[config.mk]
export PLATFORM = sky130hd
export DESIGN_NAME = skew_buffer
export DESIGN_NICKNAME = d
export VERILOG_FILES = /design/src/rtl/sa_pkg.sv /design/src/rtl/skew_buffer_delay_line.sv /design/src/rtl/skew_buffer.sv
export SDC_FILE = /design/constraint.sdc
export NUM_CORES = 1
export LEC_CHECK = 0
export CORE_MARGIN = 2
export CORE_UTILIZATION = 35
export DETAILED_ROUTE_END_ITERATION = 10
export DONT_BUFFER_PORTS = 1
export SLEW_MARGIN = 20
export SYNTH_ARGS = -nofsm -noshare
export SYNTH_HDL_FRONTEND = slang
export SYNTH_SLANG_ARGS = --single-unit
[constraint.sdc]
create_clock -name clk_i -period 1.5 [get_ports clk_i]
set_input_delay 0.075 -clock clk_i [delete_from_list [all_inputs] [get_ports clk_i]]
set_output_delay 0.075 -clock clk_i [all_outputs]
set_load 0.01 [all_outputs]
[src/rtl/sa_pkg.sv]
// Shared definitions for the systolic-array edge buffers: skew mode encoding
// and the per-channel delay formula used by both RTL and verification.
package sa_pkg;

  typedef enum logic {
    SKEW_MODE   = 1'b0,
    DESKEW_MODE = 1'b1
  } skew_mode_e;

  // SKEW grows the delay with the channel index, DESKEW mirrors it.
  function automatic int delay_of(input int c, input int base, input int mode, input int nch);
    if (mode == int'(DESKEW_MODE)) return base + (nch - 1 - c);
    return base + c;
  endfunction

endpackage

[src/rtl/skew_buffer_delay_line.sv]
// Single-channel delay line with stall and synchronous flush; DEPTH=0
// collapses to a plain wire that ignores clock, reset, stall and flush.
module delay_line #(
  parameter int WIDTH = 8,
  parameter int DEPTH = 1
) (
  input  logic             i_clk,
  input  logic             i_rstn,
  input  logic             i_en,
  input  logic             i_clr,
  input  logic [WIDTH-1:0] i_d,
  output logic [WIDTH-1:0] o_q
);

  if (DEPTH == 0) begin : g_wire
    logic w_unused;
    assign w_unused = i_clk ^ i_rstn ^ i_en ^ i_clr;
    assign o_q      = i_d;
  end else begin : g_reg
    logic [WIDTH-1:0] r_stage [DEPTH];

    // Flush beats enable, so a sample presented together with clr is dropped.
    always_ff @(posedge i_clk or negedge i_rstn) begin
      if (!i_rstn) begin
        for (int i = 0; i < DEPTH; i++) r_stage[i] <= '0;
      end else if (i_clr) begin
        for (int i = 0; i < DEPTH; i++) r_stage[i] <= '0;
      end else if (i_en) begin
        r_stage[0] <= i_d;
        for (int i = 1; i < DEPTH; i++) r_stage[i] <= r_stage[i-1];
      end
    end

    assign o_q = r_stage[DEPTH-1];
  end

endmodule

[src/rtl/skew_buffer.sv]
// Multi-channel skew/deskew delay bank for systolic-array edges.
// Define SKEW_BUF_VALID_EN to add per-channel valid chains and an in-flight counter.
module skew_buffer
  import sa_pkg::*;
#(
  parameter int DATA_WIDTH = 8,
  parameter int NUM_CH     = 4,
  parameter int BASE_DELAY = 0,
  parameter int MODE       = 0
) (
  input  logic                         clk_i,
  input  logic                         rstn_i,
  input  logic                         en_i,
  input  logic                         clr_i,
  input  logic [NUM_CH*DATA_WIDTH-1:0] data_i,
`ifdef SKEW_BUF_VALID_EN
  input  logic [NUM_CH-1:0]            valid_i,
  output logic [NUM_CH-1:0]            valid_o,
  output logic                         busy_o,
`endif
  output logic [NUM_CH*DATA_WIDTH-1:0] data_o
);

  for (genvar c = 0; c < NUM_CH; c++) begin : g_ch
    localparam int DLY = delay_of(c, BASE_DELAY, MODE, NUM_CH);

    delay_line #(
      .WIDTH (DATA_WIDTH),
      .DEPTH (DLY)
    ) u_data (
      .i_clk  (clk_i),
      .i_rstn (rstn_i),
      .i_en   (en_i),
      .i_clr  (clr_i),
      .i_d    (data_i[c*DATA_WIDTH +: DATA_WIDTH]),
      .o_q    (data_o[c*DATA_WIDTH +: DATA_WIDTH])
    );

`ifdef SKEW_BUF_VALID_EN
    delay_line #(
      .WIDTH (1),
      .DEPTH (DLY)
    ) u_valid (
      .i_clk  (clk_i),
      .i_rstn (rstn_i),
      .i_en   (en_i),
      .i_clr  (clr_i),
      .i_d    (valid_i[c]),
      .o_q    (valid_o[c])
    );
`endif
  end

`ifdef SKEW_BUF_VALID_EN
  localparam int CNT_W = $clog2(NUM_CH*(BASE_DELAY+NUM_CH)+1);

  function automatic logic [NUM_CH-1:0] delayed_mask();
    logic [NUM_CH-1:0] m;
    for (int c = 0; c < NUM_CH; c++) m[c] = (delay_of(c, BASE_DELAY, MODE, NUM_CH) > 0);
    return m;
  endfunction

  // Wire channels never hold a token, so only delayed channels are counted.
  localparam logic [NUM_CH-1:0] DLY_MASK = delayed_mask();

  logic [CNT_W-1:0] r_flight;
  logic [CNT_W-1:0] w_add;
  logic [CNT_W-1:0] w_sub;

  always_comb begin
    w_add = '0;
    w_sub = '0;
    for (int c = 0; c < NUM_CH; c++) begin
      w_add = w_add + CNT_W'(valid_i[c] & DLY_MASK[c]);
      w_sub = w_sub + CNT_W'(valid_o[c] & DLY_MASK[c]);
    end
  end

  always_ff @(posedge clk_i or negedge rstn_i) begin
    if (!rstn_i) begin
      r_flight <= '0;
    end else if (clr_i) begin
      r_flight <= '0;
    end else if (en_i) begin
      r_flight <= r_flight + w_add - w_sub;
    end
  end

  assign busy_o = (r_flight != '0);
`endif

endmodule

Word level (Yosys, flattened, before mapping)
Cells that the tools add are included.
Word-level totals
  input port bits: 36
  output and inout port bits: 32
  register bits after elaboration: 48
  word-level logic and storage cells: 13
Operators by class
  mux-type cells: 6
  reductions and logical operators: 1
Operators by type and width (number)
  24-bit 2-to-1 mux: 2
  16-bit 2-to-1 mux: 2
  8-bit 2-to-1 mux: 2
  2-bit nonzero test: 1

Depth between registers and ports, before layout
  word-level depth: 2
  depth in mapped cells: 5
  depth with buffers taken out: 2

Modules after synthesis
A second synthesis with hierarchy kept.
Unflattened totals
  cell total of the unflattened synthesis: 179
  area, all modules: 2155.8 sq um
By module, submodules not included
  delay_line (g_ch[3].u_data): seq. area each 600.6 sq um, cells an instance 85, area an instance 1049.8 sq um, times used 1
  delay_line (g_ch[2].u_data): seq. area each 400.4 sq um, cells an instance 60, area an instance 720.7 sq um, times used 1
  delay_line (g_ch[1].u_data): seq. area each 200.2 sq um, cells an instance 26, area an instance 325.3 sq um, times used 1
  delay_line (g_ch[0].u_data): seq. area each 0.0 sq um, cells an instance 8, area an instance 60.1 sq um, times used 1

Worst setup path before layout
No wires, ideal clock.
  path kind: input port to flip-flop
  start point: in en_i
  end point: reg g_ch[1].u_data.g_reg.r_stage (netlist bit g_ch[1].u_data.o_q[0])
  path slack: 0.743 ns
  required time: 1.379 ns
  arrival: 0.635 ns
  path buffers: 3
  library setup time: 0.121 ns
  stages: 5
  cell sequence: buf_6 > buf_12 > buf_12 > mux2i_1 > nor2_1
Between the ends
  word-level cells in the longest chain between the ends: 1
RTL lines
  start: declaration: RTL line skew_buffer.sv:13  | input logic en_i,
  2-bit nonzero test (no line)
  end: declaration: RTL line skew_buffer_delay_line.sv:20  | logic [WIDTH-1:0] r_stage [DEPTH];
Every way passes these cells.
A chain may end at the register's enable or synchronous reset.

==> reports/summary.md <==
For this block, the routed nets add up to 4.12 mm of wire. Entering global routing, the biggest net connects 49 pins. The highest layer touched by signal routing is met4. The tools report the number of placement rows as 28. On the critical path, the stage with the largest delay is an instance of sky130_fd_sc_hd__dlygate4sd3_1. The proportion of netlist area held by the largest area contributor is 55.9%.

Clock tree synthesis selected as its root buffer the cell sky130_fd_sc_hd__clkbuf_8. The run gives 4 as the count of TritonRoute iterations in the first routing pass. The max-slew violation count was 0.

TritonCTS built the clock tree. Summed over all instances, the cell type with the most area after synthesis is sky130_fd_sc_hd__dfrtp_1. Static timing analysis puts the maximum clock frequency at 757 MHz. The total buffers and inverters traversed by the critical path was 1; the number of synthesized register bits was 48. Including well taps, the total number of placed cells is 219. The worst path setup slack after routing is 178 ps, and the post-CTS repair timing setup buffer count is 0. In the final routing, the length of wire on met1 measures 1.82 mm. Setup total negative slack on the finished layout was measured at 0 ps. After global routing the overflow that remains totals 0.

The worst-case IR drop observed on VDD is 0.367 mV. The global-route wire length before repair was 6.44 mm; the count of input and output buffers was 0. The clock passes through at most 2 buffers. For the final database, setup skew stands at 5.15 ps. For this run, the register share of the synthesized area comes to 55.9%.

DRC violation count after routing: 0. The cell count after synthesis was 179. In this run the critical register-to-register path is launched from g_ch[2].u_data.o_q[6]$_DFFE_PN0P_. Summing the areas of all fa, ha and maj instances in the mapped netlist gives 0% of the synthesized area.

The slew of the pin with the lowest slew margin is 241 ps. The HPWL after detailed placement was 2.19 mm; the number of vias per cell was 4.63. The run gives 320 um as the wire length on met3. The run gives 239 as the final-stage net count. The run gives 0.567 as the weighted congestion at the end of routability-driven global placement. The finished layout holds 279 standard cells, fillers aside. The initial utilization of the core area, before any placement, comes to 36.3%. The synthesized netlist devotes 0% of its cell area to compound gates.

The overall routing resource usage is 12.6%. Across the run, the number of max-cap violations was 0. The cell family contributing the most delay on the critical path is buffers and inverters. Dividing total power by cell area gives a power density of 947 nW/um2.

Worst min-delay path category: in -> reg. The net count after synthesis was 215. For the area of the core, the log shows 5920 um2. The mean post-synth cell area was 12.0 um2; the number of antenna violations at the first check in global routing was 0.

Length in cells of the worst reg-to-reg path: 3. The number of warnings reported in the yosys synthesis log was 0; the area added between synthesis and finish was 21.2%. The run gives 1510 ps as the data arrival time at the worst-slack endpoint.

CTS built an H-tree with a depth of 2. The dominant combinational cell family by area after synthesis is multiplexers. The detailed route wirelength on metal2 came out at 1.96 mm. The worst setup path is captured at a register. Cell count of the worst hold path: 2. Fraction of the cycle the final worst path needs: 88.1%. Across all register-to-register paths, the minimum setup slack is 180 ps.

The total vias in the final route was 1,291. Of the cells placed in the final design, the portion with a size suffix greater than 1 is 5.39%. Headroom to the max-slew limit came out at 83.9%.

From left edge to right edge, the die measures 82.4 um. The tools report the number of fill cells in the layout as 552. In this run the count of I/O pins placed on the die edge is 68. The final critical delay including setup and external delays is 1320 ps, and the reported leakage power is 1.26 nW. The worst setup path is launched from a register. Total inserted antenna cells: 0. Delay of the slowest critical-path stage: 550 ps. The simple-gate portion of the synthesized area is 8.38%.

In the synthesized netlist, mux cells make up 22.4% of the area. The synthesized netlist occupies a cell area of 2150 um2. Summing all multi-input logic gate instances after layout gives 661 um2.

Data on the critical path is required at its endpoint by 1690 ps. The detailed router finished its first iteration with 43 violations. The clock input transition at the sequential cells of the worst setup and hold paths was 90 ps; the number of nets with antenna violations after routing was 0. Setup repair after global routing left no endpoint under its margin. Dividing the detail-routed wire length by the instance count gives 14.7 um. In this run, distinct cell masters in the synthesized netlist total 8. The number of buffers inserted during clock tree synthesis is 5.

The critical path is of the reg -> reg type. OpenSTA, run right after detailed placement, puts the worst setup slack at 750 ps. Along the worst path, the maximum fanout reaches 2. The critical path goes through mux2i_1, nor2_1, dlygate4sd3_1. Summing all flip-flop and latch instances after layout gives 1200 um2. The number of global-route vias before repair was 1,362; the clock latency reported for the late side of the worst-skew pair was 300 ps.

Setup violations remaining at the end of the flow were counted as 0. Clock tree synthesis found a total of 48 sinks. The flow ran to the end, and the final reports show no timing, DRC or antenna violations. Sorting the synthesized cells by area gives the leading types as sky130_fd_sc_hd__dfrtp_1, sky130_fd_sc_hd__mux2i_1, sky130_fd_sc_hd__buf_4, sky130_fd_sc_hd__nor2_1, sky130_fd_sc_hd__buf_12.

The y dimension of the die was 82.4 um. The worst register-to-register path ends at g_ch[2].u_data.o_q[6]$_DFFE_PN0P_. Summing the areas of all xor and xnor instances in the mapped netlist gives 0% of the synthesized area.

The worst hold path terminates at g_ch[1].u_data.o_q[6]$_DFFE_PN0P_. The library cells used most frequently in the layout, excluding fill and tap cells, are sky130_fd_sc_hd__dlygate4sd3_1, sky130_fd_sc_hd__mux2i_1, sky130_fd_sc_hd__nor2_1, sky130_fd_sc_hd__dfrtp_1, sky130_fd_sc_hd__clkbuf_8. For the final-report hold violation count, the log shows 0. Leaving out fill and tap cells, the most frequent cell in the layout is sky130_fd_sc_hd__dlygate4sd3_1. The die covers 6780 um2. Startpoint of the tightest hold check path: clr_i.
metal layers:
| metal | vias up | GRT usage, % |
|---|---|---|
| met5 | - | 0 |
| met4 | 0 | 3.50 |
| met3 | 2 | 4.67 |
| met2 | 47 | 22.4 |
| met1 | 642 | 14.2 |
| li1 | 600 | - |
what timing repair did:
| action | in CTS | in global routing |
|---|---|---|
| resized for setup | 0 | 0 |
| hold buffers | 52 | 0 |
| endpoints found under the hold margin | 96 | 0 |
sequential cells by signal, summed over array words and instances (netlist names):
register / flops
g_ch.u_data.o_q: 24
g_ch.u_data.g_reg.r_stage: 24
worst max-delay path by stage:
| stage | from | endpoint | slack, ps | depth (start not counted) |
|---|---|---|---|---|
| 2_1_floorplan | en_i | g_ch[1].u_data.o_q[0]$_DFFE_PN0P_ | 740 | 5 |
| 3_3_place_gp | g_ch[3].u_data.o_q[4]$_DFFE_PN0P_ | g_ch[3].u_data.o_q[4]$_DFFE_PN0P_ | 780 | 2 |
| 3_5_place_dp | g_ch[2].u_data.o_q[6]$_DFFE_PN0P_ | g_ch[2].u_data.o_q[6]$_DFFE_PN0P_ | 750 | 2 |
| 4_1_cts | g_ch[2].u_data.o_q[6]$_DFFE_PN0P_ | g_ch[2].u_data.o_q[6]$_DFFE_PN0P_ | 180 | 3 |
| 5_1_grt | g_ch[3].u_data.o_q[4]$_DFFE_PN0P_ | g_ch[3].u_data.o_q[4]$_DFFE_PN0P_ | 90 | 3 |
| 6_report | g_ch[2].u_data.o_q[6]$_DFFE_PN0P_ | g_ch[2].u_data.o_q[6]$_DFFE_PN0P_ | 180 | 3 |
logic make-up (layout without fill, tap and decap cells):
family | Yosys count | in the layout
buf+inv | 35 | 60
mux | 48 | 48
flops | 48 | 48
simple gates | 48 | 48
cell type report:
| cell class | count | share of cell area [%] |
|---|---|---|
| Sequential cell | 48 | 46.1 |
| Multi-Input combinational cell | 96 | 25.3 |
| Timing Repair Buffer | 52 | 21.4 |
| Tap cell | 75 | 3.60 |
| Clock buffer | 6 | 3.17 |
| Clock inverter | 2 | 0.384 |
synthesized netlist by cell type:
| master | instances |
|---|---|
| sky130_fd_sc_hd__dfrtp_1 | 48 |
| sky130_fd_sc_hd__mux2i_1 | 48 |
| sky130_fd_sc_hd__nor2_1 | 48 |
| sky130_fd_sc_hd__buf_2 | 2 |
| sky130_fd_sc_hd__buf_4 | 26 |
| sky130_fd_sc_hd__clkbuf_1 | 3 |
| sky130_fd_sc_hd__buf_12 | 3 |
| sky130_fd_sc_hd__buf_6 | 1 |
report_power, final:
| part | internal [mW] | total (mW) | leakage (nW) | switching [mW] |
|---|---|---|---|---|
| registers | 1.35 | 1.39 | 0.650 | 0.0446 |
| clock network | 0.368 | 0.784 | 0.0510 | 0.416 |
| logic | 0.174 | 0.292 | 0.564 | 0.117 |
| total | 1.89 | 2.47 | 1.26 | 0.578 |
through the flow:
stage          utilization, %  instance area (um2)  hold slack [ps]  power (mW)
2_1_floorplan               -                 2150             -221        1.60
3_3_place_gp             33.0                 1960             -220        1.51
3_5_place_dp             33.0                 1960             -219        1.52
4_1_cts                  44.0                 2610             80.9        2.50
5_1_grt                  44.0                 2610             97.2        2.60
6_report                 44.0                 2610             93.9        2.47
worst reg2reg max path: stages, from the launching register on:
cell	delay, ps
sky130_fd_sc_hd__dfrtp_1	430
sky130_fd_sc_hd__mux2i_1	180
sky130_fd_sc_hd__nor2_1	50
sky130_fd_sc_hd__dlygate4sd3_1	550
Note: power is estimated with default switching activity, not from simulation.
